[src/rtl/uart_rx.sv]
// UART receiver: 16x oversampled, 8 data bits LSB first, parity and stop bit.
// Delivers each byte with a one-cycle rdsig strobe plus parity/framing error flags.
module uart_rx #(
    parameter logic paritymode = 1'b0
) (
    input  logic       clk,
    input  logic       rst_n,
    input  logic       rx,
    output logic [7:0] dataout,
    output logic       rdsig,
    output logic       parity_err,
    output logic       frame_err,
    output logic       idle
);

    typedef enum logic {StIdle, StRecv} state_e;

    state_e     state;
    logic       rx_m, rx_s, rx_d;
    logic [7:0] cnt;
    logic [7:0] shift;
    logic       par_bit;
    logic [3:0] bit_idx;
    logic       data_pt;

    // Synchronizer resets high so releasing reset never looks like a start edge.
    always_ff @(posedge clk or negedge rst_n) begin
        if (!rst_n) begin
            rx_m <= 1'b1;
            rx_s <= 1'b1;
            rx_d <= 1'b1;
        end else begin
            rx_m <= rx;
            rx_s <= rx_m;
            rx_d <= rx_s;
        end
    end

    // Data sample points sit at cnt = 24 + 16k, i.e. low nibble 8, k = cnt[7:4] - 1.
    always_comb begin
        bit_idx = cnt[7:4] - 4'd1;
        data_pt = (cnt[3:0] == 4'd8) && (cnt >= 8'd24) && (cnt <= 8'd136);
    end

    always_ff @(posedge clk or negedge rst_n) begin
        if (!rst_n) begin
            state      <= StIdle;
            cnt        <= 8'd0;
            shift      <= 8'h00;
            par_bit    <= 1'b0;
            dataout    <= 8'h00;
            rdsig      <= 1'b0;
            parity_err <= 1'b0;
            frame_err  <= 1'b0;
            idle       <= 1'b0;
        end else begin
            rdsig <= 1'b0;
            case (state)
                StIdle: begin
                    cnt <= 8'd0;
                    if (rx_d && !rx_s) begin
                        state <= StRecv;
                        idle  <= 1'b1;
                    end
                end
                StRecv: begin
                    cnt <= cnt + 8'd1;
                    if (data_pt) shift[bit_idx[2:0]] <= rx_s;
                    if (cnt == 8'd152) par_bit <= rx_s;
                    if (cnt == 8'd7 && rx_s) begin
                        // Start bit gone high at mid-bit: treat as a glitch.
                        state <= StIdle;
                        idle  <= 1'b0;
                        cnt   <= 8'd0;
                    end
                    if (cnt == 8'd168) begin
                        dataout    <= shift;
                        parity_err <= ((^shift) ^ paritymode) != par_bit;
                        frame_err  <= ~rx_s;
                        rdsig      <= 1'b1;
                        idle       <= 1'b0;
                        state      <= StIdle;
                        cnt        <= 8'd0;
                    end
                end
                default: state <= StIdle;
            endcase
        end
    end

endmodule

[config.mk]
export PLATFORM = sky130hd
export DESIGN_NAME = uart_rx
export DESIGN_NICKNAME = d
export VERILOG_FILES = /design/src/rtl/uart_rx.sv
export SDC_FILE = /design/constraint.sdc
export NUM_CORES = 1
export LEC_CHECK = 0
export CAP_MARGIN = 20
export CORE_AREA = 2 2 60 62
export CTS_CLUSTER_SIZE = 20
export DETAILED_ROUTE_END_ITERATION = 8
export DIE_AREA = 0 0 62 64
export PLACE_DENSITY = 0.72
export SYNTH_ARGS = -nofsm -noshare
export SYNTH_HDL_FRONTEND = slang
export SYNTH_SLANG_ARGS = --single-unit
export TNS_END_PERCENT = 10
[constraint.sdc]
create_clock -name clk -period 1.93 [get_ports clk]
set_input_delay 0.386 -clock clk [delete_from_list [all_inputs] [get_ports clk]]
set_output_delay 0.386 -clock clk [all_outputs]
set_load 0.03 [all_outputs]
## Yosys cells after proc, flatten, opt, wreduce, memory -nomap -nowiden

Cells that the tools add are included.

- Bits in registers: 33
- Output and inout port bits: 12
- Logic and storage cells: 54

- Add/sub/neg operators: 2
- Magnitude comparators: 4
- Equal/unequal tests: 7
- Multiplexer cells: 16
- Bitwise operators: 2
- Reductions and logical operators: 11

Operators by type and width:

| cell | number |
|---|---|
| 8-bit == test (second input constant) | 2 |
| 8-bit 2-to-1 mux | 2 |
| 8-bit case mux with 2 select lines | 1 |
| 1-bit 2-to-1 mux | 9 |
| 8-bit by 1-bit adder with 8-bit output (second input constant) | 1 |
| 8-bit bitwise mux | 1 |
| 8-bit by 3-bit == test with 1-bit output (second input constant) | 1 |
| 8-bit by 5-bit greater-or-equal comparator with 1-bit output (second input constant) | 1 |
| 8-bit <= comparator (second input constant) | 1 |
| 2-bit AND reduction | 4 |
| 8-bit XOR reduction | 1 |
| 1-bit logical AND | 5 |
| 4-bit == test (second input constant) | 1 |
| 3-bit by 4-bit less-than comparator with 1-bit output (second input constant) | 1 |
| 1-bit case mux with 2 select lines | 2 |
| 1-bit demux with 3-bit select | 1 |
| 3-bit by 1-bit greater-or-equal comparator with 1-bit output (second input constant) | 1 |
| 3-bit by 1-bit != test with 1-bit output (second input constant) | 1 |
| 3-bit by 1-bit subtractor with 3-bit output (second input constant) | 1 |
| 2-bit != test (second input constant) | 1 |
| 1-bit inverter | 2 |
| 1-bit zero test | 1 |
| 1-bit != test | 1 |

## Depth between registers and ports, before layout

Gate-level depths: netlist of run 1.

- Depth in word-level cells: 6
- Depth in mapped cells: 7

## Worst setup path after synthesis of run 1

Ideal clock, no wire load.

- Kind: register -> register
- Start point: register cnt[5]
- End point: register shift[1]
- Arrival time: 1.889 ns
- Setup slack: -0.085 ns
- Stages on the path, launching flop included: 8
- Path through: dfrtp_1 -> inv_1 -> ha_1 -> or4_1 -> and3_4 -> buf_6 -> and4_4 -> mux2_4

- Word-level cells in the longest chain between the ends: 6
- Elaborated cells between the ends (all ways): 12
- Classes of those cells: 1 x add/sub; 4 x order compare; 3 x mux; 4 x reduce/logical

Ends and longest elaborated chain:

| what | line | text |
|---|---|---|
| from (decl) | 20 | `logic [7:0] cnt;` |
| from (signal assigned) | 67 | `cnt <= cnt + 8'd1;` |
| 3-bit by 1-bit subtractor with 3-bit output | 41 | `bit_idx = cnt[7:4] - 4'd1;` |
| 3-bit by 4-bit less-than comparator with 1-bit output (implied by the code) or 3-bit by 1-bit greater-or-equal comparator with 1-bit output (tied branches) | 68 | `if (data_pt) shift[bit_idx[2:0]] <= rx_s;` |
| 1-bit logical AND (implied by the code) | 68 |  |
| 1-bit 2-to-1 mux (implied by the code) | 68 |  |
| 1-bit demux with 3-bit select | 68 |  |
| 8-bit bitwise mux | 68 |  |
| to (signal, indexed assignment) | 68 |  |
| to (decl) | 21 | `logic [7:0] shift;` |

Several ways; a longest one is shown, not always the timed one.
A chain may end at the register's enable or synchronous reset.

## Worst setup path after layout of run 1

- Start point: register cnt[6]
- End point: register shift[5]

Same word-level chain as after synthesis.

==> impl_metrics.csv, run 1 <==
group,metric,value,unit
finish,nFillCells,265,
synthesis,ys_ff_latch,33,
placement,io_buffers,14,
global_routing,antenna_found_initial,0,
finish,fin_nets,168,
synthesis,ys_async_sr_fraction,100,%
worst_hold_path,hold_path_class,"flop to flop",
clock_tree,clock_latency,0.33,ns
setup_path,crit_path_end_kind,"flop",
clock_tree,cts_hold_buffers,0,
setup_path,path_delay_family,"simple AND/OR/NAND/NOR gates",
setup_path,required,2.15,ns
clock_tree,clkSinkCount,33,
synthesis,synthTopCellsByArea,"dfrtp_1 (47%), mux2_2 (9.1%), ha_1 (5.4%)",
placement,placed_area,1830,um^2
synthesis,synth_area_per_cell,12.1,um^2
setup_path,worstPathArrival,2.08,ns
setup_path,critical_path_class,"flop to flop",
die,rows,21,
power_and_ir_drop,p_per_area,788,nW/um^2
power_and_ir_drop,ir_drop,684,uV
timing,finClkSkew,0.00647,ns
clock_tree,cts_root_buf,"clkbuf_4",
finish,area_delta_synth_final,19.1,%
clock_tree,cts_buffer_depth,2,
clock_tree,cts_buffers,5,
setup_path,cp_slowest_cell,"or4_1",
placement,dp_hpwl,1.98,mm
placement,place.gp.congestion,0.855,
clock_tree,cts_max_level,2,
timing,worstMarginPinSlew,0.412,ns
timing,hold_slack,0.360,ns
die,ios,15,
timing,final_max_slew_viol_count,0,
global_routing,grt_pass1_wl,4.78,mm
synthesis,synth_commonest_cells,"dfrtp_1 (30), mux2_2 (13), nand4_1 (11), nor2_1 (11), xnor2_1 (9)",
detailed_routing,drt_wl_total,2.73,mm
finish,finalInstanceArea,1920,um^2
detailed_routing,drtAntennaViolNets,0,
finish,post-route-util,58.3,%
die,die_height,64,um
die,fp.dieArea,3970,um^2
setup_path,path_buf_inv,0,
detailed_routing,vias,1071,
detailed_routing,drtIter0Drc,18,
power_and_ir_drop,fin_total_pwr,1510,uW
synthesis,synth.largest_area_cell,"dfrtp_1",
detailed_routing,drc,0,
synthesis,synth_ff_type,"dfrtp_1",
setup_path,worstSetupStartpointType,"flop",
timing,fin_crit_sh,96.3,%
setup_path,r2r_slack,0.07,ns
power_and_ir_drop,p_leak,0.000909,uW
detailed_routing,wire_per_inst,13.3,um
synthesis,synth_edf_count,0,
clock_tree,cts_tree,"built",
synthesis,yosysMostFrequentCell,"dfrtp_1",
detailed_routing,drt-vias-per-instance,5.22,
global_routing,grt_overflow,0,
clock_tree,clkTransAtPathRegs,0.09,ns
detailed_routing,first_pass_iters,4,
synthesis,syn_inst,133,
synthesis,yosys.area.top_type_share,46.7,%
flow_run,maxCapViolCount,0,
timing,final_hold_viol_count,0,
die,core_area,3280,um^2
setup_path,path_cells,"or4_1 -> o211ai_1 -> and4_4 -> mux2_4",
timing,fmax,538,MHz
finish,drive_above_1_share,25.8,%
timing,final.setup.tns,0,ns
global_routing,grt_usage,16.4,%
synthesis,yosys.cell_types.count,32,
outcome,status,"completed",
setup_path,critPathMaxFanout,5,
timing,rsz0062_at_grt,"false",
synthesis,yosysWarnings,0,
setup_path,critPathMaxStageDelay,0.54,ns
die,initial_core_util,49.0,%
synthesis,synth_nets,143,
global_routing,grt_pass1_vias,1075,
timing,setup_violations,0,
timing,min_period,1.86,ns
timing,max-slew-margin-rel,72.6,%
global_routing,grt_max_degree,34,
synthesis,synth_area,1610,um^2
die,die_w,62,um
synthesis,ys_seq_area_share,51.6,%
finish,antenna_cells,0,
==> power breakdown <==
group	switching [uW]	internal (uW)	leakage [uW]	total, uW
Combinational	164	125	0.000437	289
Clock	213	180	0.0000326	392
Sequential	76.1	752	0.000440	828
==> state kept, by name, summed over array words and instances, names as in the netlist <==
signal      cells
rx_s            1
rx_d            1
par_bit         1
cnt             8
rx_m            1
dataout         8
shift           8
rdsig           1
state           1
idle            1
frame_err       1
parity_err      1
==> area by class of cell <==
type                    instances  area [um^2]  share of cell area [%]
inverters                       7         26.3                    1.37
flip-flops and latches         33          830                    43.3
clock buffers                   8         58.8                    3.07
well taps                      46         57.6                    3.00
repair buffers                 23          208                    10.8
multi-input cells              88          736                    38.4
==> timing repair <==
action / CTS / global route
endpoints found under the setup margin: 0 / 16
gates resized for setup: 0 / 4
setup buffers: 0 / 2
==> cell families (layout without fill, tap and decap cells) <==
logic type,after synthesis,after routing,synth area share [%]
flip-flops,33,33,51.6
XOR/XNOR,15,15,9.03
AND/OR/NAND/NOR,42,42,15.3
AO/OA/AOI/OAI,7,7,2.49
multiplexers,17,17,12.4
buffers and inverters,12,38,3.81
adder cells (fa/ha/maj),7,7,5.45
==> through the flow <==
step,std cells,setup slack (ns)
after floorplan,133,-0.0377
after global placement,195,0.0990
after detailed placement,195,0.0125
after CTS,203,0.000730
after global routing,205,0.00386
final,205,0.0722
==> placed cells by master, fill, tap and decap left out, types with 3 or more instances in the layout <==
cell and count:
buf_4 9, clkbuf_4 5, clkdlybuf4s50_1 14, dfrtp_1 30
dfstp_2 3, ha_1 5, inv_1 5, mux2_2 13
nand2_1 3, nand3_1 4, nand4_1 11, nor2_1 11
o21ai_0 3, xnor2_1 9, xor2_1 5
==> path summary, 6_finish.rpt <==
path,startpoint,to,cells after the start
max in group asynchronous,rst_n,rx_s,2
min in group asynchronous,rst_n,rdsig,2
min,rx_m,rx_s,0
min reg2reg,rx_m,rx_s,0
max,cnt[6],shift[5],4
max reg2reg,cnt[6],shift[5],4
==> worst reg2reg max path, cell delays in order (launching register included) <==
cell and delay (ns):
dfrtp_1 0.45, or4_1 0.54, o211ai_1 0.19, and4_4 0.28, mux2_4 0.29
==> per-layer routing <==
layer / wire (um) / GRT usage [%]
met1: 1210 / 20.5
met2: 1370 / 25.9
met3: 110 / 6.07
met4: 46 / 4.79
met5: 0 / 0
No activity file was read; power rests on OpenSTA's default activity.
==> inputs of run 2 (changes only) <==
--- a/config.mk
+++ b/config.mk
@@ -10,6 +10,7 @@
 export CTS_CLUSTER_SIZE = 20
 export DETAILED_ROUTE_END_ITERATION = 8
 export DIE_AREA = 0 0 62 64
+export MAX_ROUTING_LAYER = met4
 export PLACE_DENSITY = 0.72
 export SYNTH_ARGS = -nofsm -noshare
 export SYNTH_HDL_FRONTEND = slang
==> impl_metrics.csv, run 2 (synthesis results as in run 1) <==
group,metric,value,unit
clock_tree,cts_buffer_depth,2,
setup_path,worstPathArrival,2.08,ns
timing,rsz0062_at_grt,"false",
timing,worstMarginPinSlew,0.415,ns
timing,final_hold_viol_count,0,
global_routing,grt_overflow,0,
placement,io_buffers,14,
detailed_routing,drtAntennaViolNets,0,
clock_tree,clkSinkCount,33,
detailed_routing,vias,1061,
detailed_routing,drc,0,
timing,final.setup.tns,0,ns
die,initial_core_util,49.0,%
clock_tree,cts_max_level,2,
finish,final_common_cell,"dfrtp_1",
die,ios,15,
placement,dp_slack,0.0125,ns
die,fp.dieArea,3970,um^2
placement,place.gp.congestion,0.869,
detailed_routing,drt_wl_total,2.74,mm
clock_tree,cts_tree,"built",
finish,mostFrequentLayoutCells,"dfrtp_1 (30), clkdlybuf4s50_1 (14), mux2_2 (13), nand4_1 (11), nor2_1 (11)",
flow_run,maxCapViolCount,0,
finish,finalNonFillerCells,205,
clock_tree,clkTransAtPathRegs,0.09,ns
global_routing,grt_max_degree,34,
power_and_ir_drop,ir_drop,686,uV
power_and_ir_drop,swShare,30.0,%
clock_tree,clock_latency,0.33,ns
detailed_routing,first_pass_iters,4,
die,core_area,3280,um^2
global_routing,grt_pass1_wl,4.80,mm
power_and_ir_drop,fin_total_pwr,1510,uW
clock_tree,cts_root_buf,"clkbuf_4",
global_routing,grt_usage,16.9,%
power_and_ir_drop,p_leak,0.000909,uW
timing,setup_violations,0,
timing,hold_slack,0.360,ns
finish,fin_nets,168,
timing,setup_ws,0.0759,ns
detailed_routing,drt-vias-per-instance,5.18,
detailed_routing,drtIter0Drc,17,
power_and_ir_drop,switching_power,453,uW
power_and_ir_drop,p_seq_share,54.8,%
clock_tree,cts_buffers,5,
worst_hold_path,hold_path_class,"flop to flop",
clock_tree,cts_hold_buffers,0,
timing,max-slew-margin-rel,72.3,%
setup_path,critPathMaxFanout,5,
power_and_ir_drop,p_clk_share,26.0,%
finish,area_delta_synth_final,19.1,%
setup_path,crit_path_end_kind,"flop",
die,rows,21,
timing,fin_crit_sh,96.1,%
setup_path,required,2.16,ns
placement,dp.cells,195,
finish,drive_above_1_share,25.8,%
setup_path,worst-r2r-cell-count,4,
power_and_ir_drop,comb_power_share,19.2,%
setup_path,worstSetupStartpointType,"flop",
timing,final_max_slew_viol_count,0,
power_and_ir_drop,p_per_area,788,nW/um^2
outcome,status,"completed",
die,die_height,64,um
die,die_w,62,um
setup_path,critical_path_class,"flop to flop",
global_routing,grt_pass1_vias,1078,
power_and_ir_drop,internal_power,1060,uW
worst_hold_path,hold_path_depth,0,
timing,finClkSkew,0.00604,ns
timing,min_period,1.85,ns
global_routing,antenna_found_initial,0,
finish,largest_registers,"cnt: 8 flops, dataout: 8 flops, shift: 8 flops",
detailed_routing,wire_per_inst,13.3,um
finish,nFillCells,265,
placement,dp_hpwl,1.98,mm
timing,fmax,539,MHz
finish,antenna_cells,0,
==> run 2: final timing paths <==
| kind | from | endpoint | slack (ns) |
|---|---|---|---|
| max | cnt[6] | shift[5] | 0.08 |
| min | rx_m | rx_s | 0.36 |
| max reg2reg | cnt[6] | shift[5] | 0.08 |
| min reg2reg | rx_m | rx_s | 0.36 |
| max in group asynchronous | rst_n | rx_s | 1.15 |
| min in group asynchronous | rst_n | rdsig | 0.45 |
==> run 2: worst max-delay path: stages (launching register included) <==
cell	delay [ns]
dfrtp_1	0.45
or4_1	0.54
o211ai_1	0.19
and4_4	0.28
mux2_4	0.29
==> run 2: final cells by class <==
class | instances | area, um^2 | area share [%]
clock buffer | 8 | 58.8 | 3.07
inverter | 7 | 26.3 | 1.37
multi-input combinational | 88 | 736 | 38.4
sequential | 33 | 830 | 43.3
tap | 46 | 57.6 | 3.00
timing repair buffer | 23 | 208 | 10.8
==> run 2: timing repair <==
item,in CTS,in global routing
resized for setup,0,4
setup buffers,0,2
endpoints found under the setup margin,0,16
==> run 2: layer usage <==
metal | share of wire (%) | wire [um] | global-route usage [%]
met3 | 3.8 | 105 | 6.07
met1 | 45 | 1230 | 20.9
met5 | 0 | 0 | -
met2 | 49 | 1350 | 25.8
met4 | 1.7 | 46 | 4.79
==> run 2: power groups by stage <==
stage | logic [uW] | registers, uW | clock network, uW
after floorplan | 182 | 832 | 0
after global placement | 266 | 836 | 0
after detailed placement | 279 | 840 | 0
after CTS | 280 | 826 | 413
after global routing | 322 | 842 | 449
final | 289 | 827 | 393
==> run 2: stage by stage <==
| step | instance area, um^2 | util [%] |
|---|---|---|
| after floorplan | 1610 | - |
| after global routing | 1920 | 58.3 |
| after CTS | 1880 | 57.4 |
| after global placement | 1830 | 55.6 |
| final | 1920 | 58.3 |
| after detailed placement | 1830 | 55.6 |
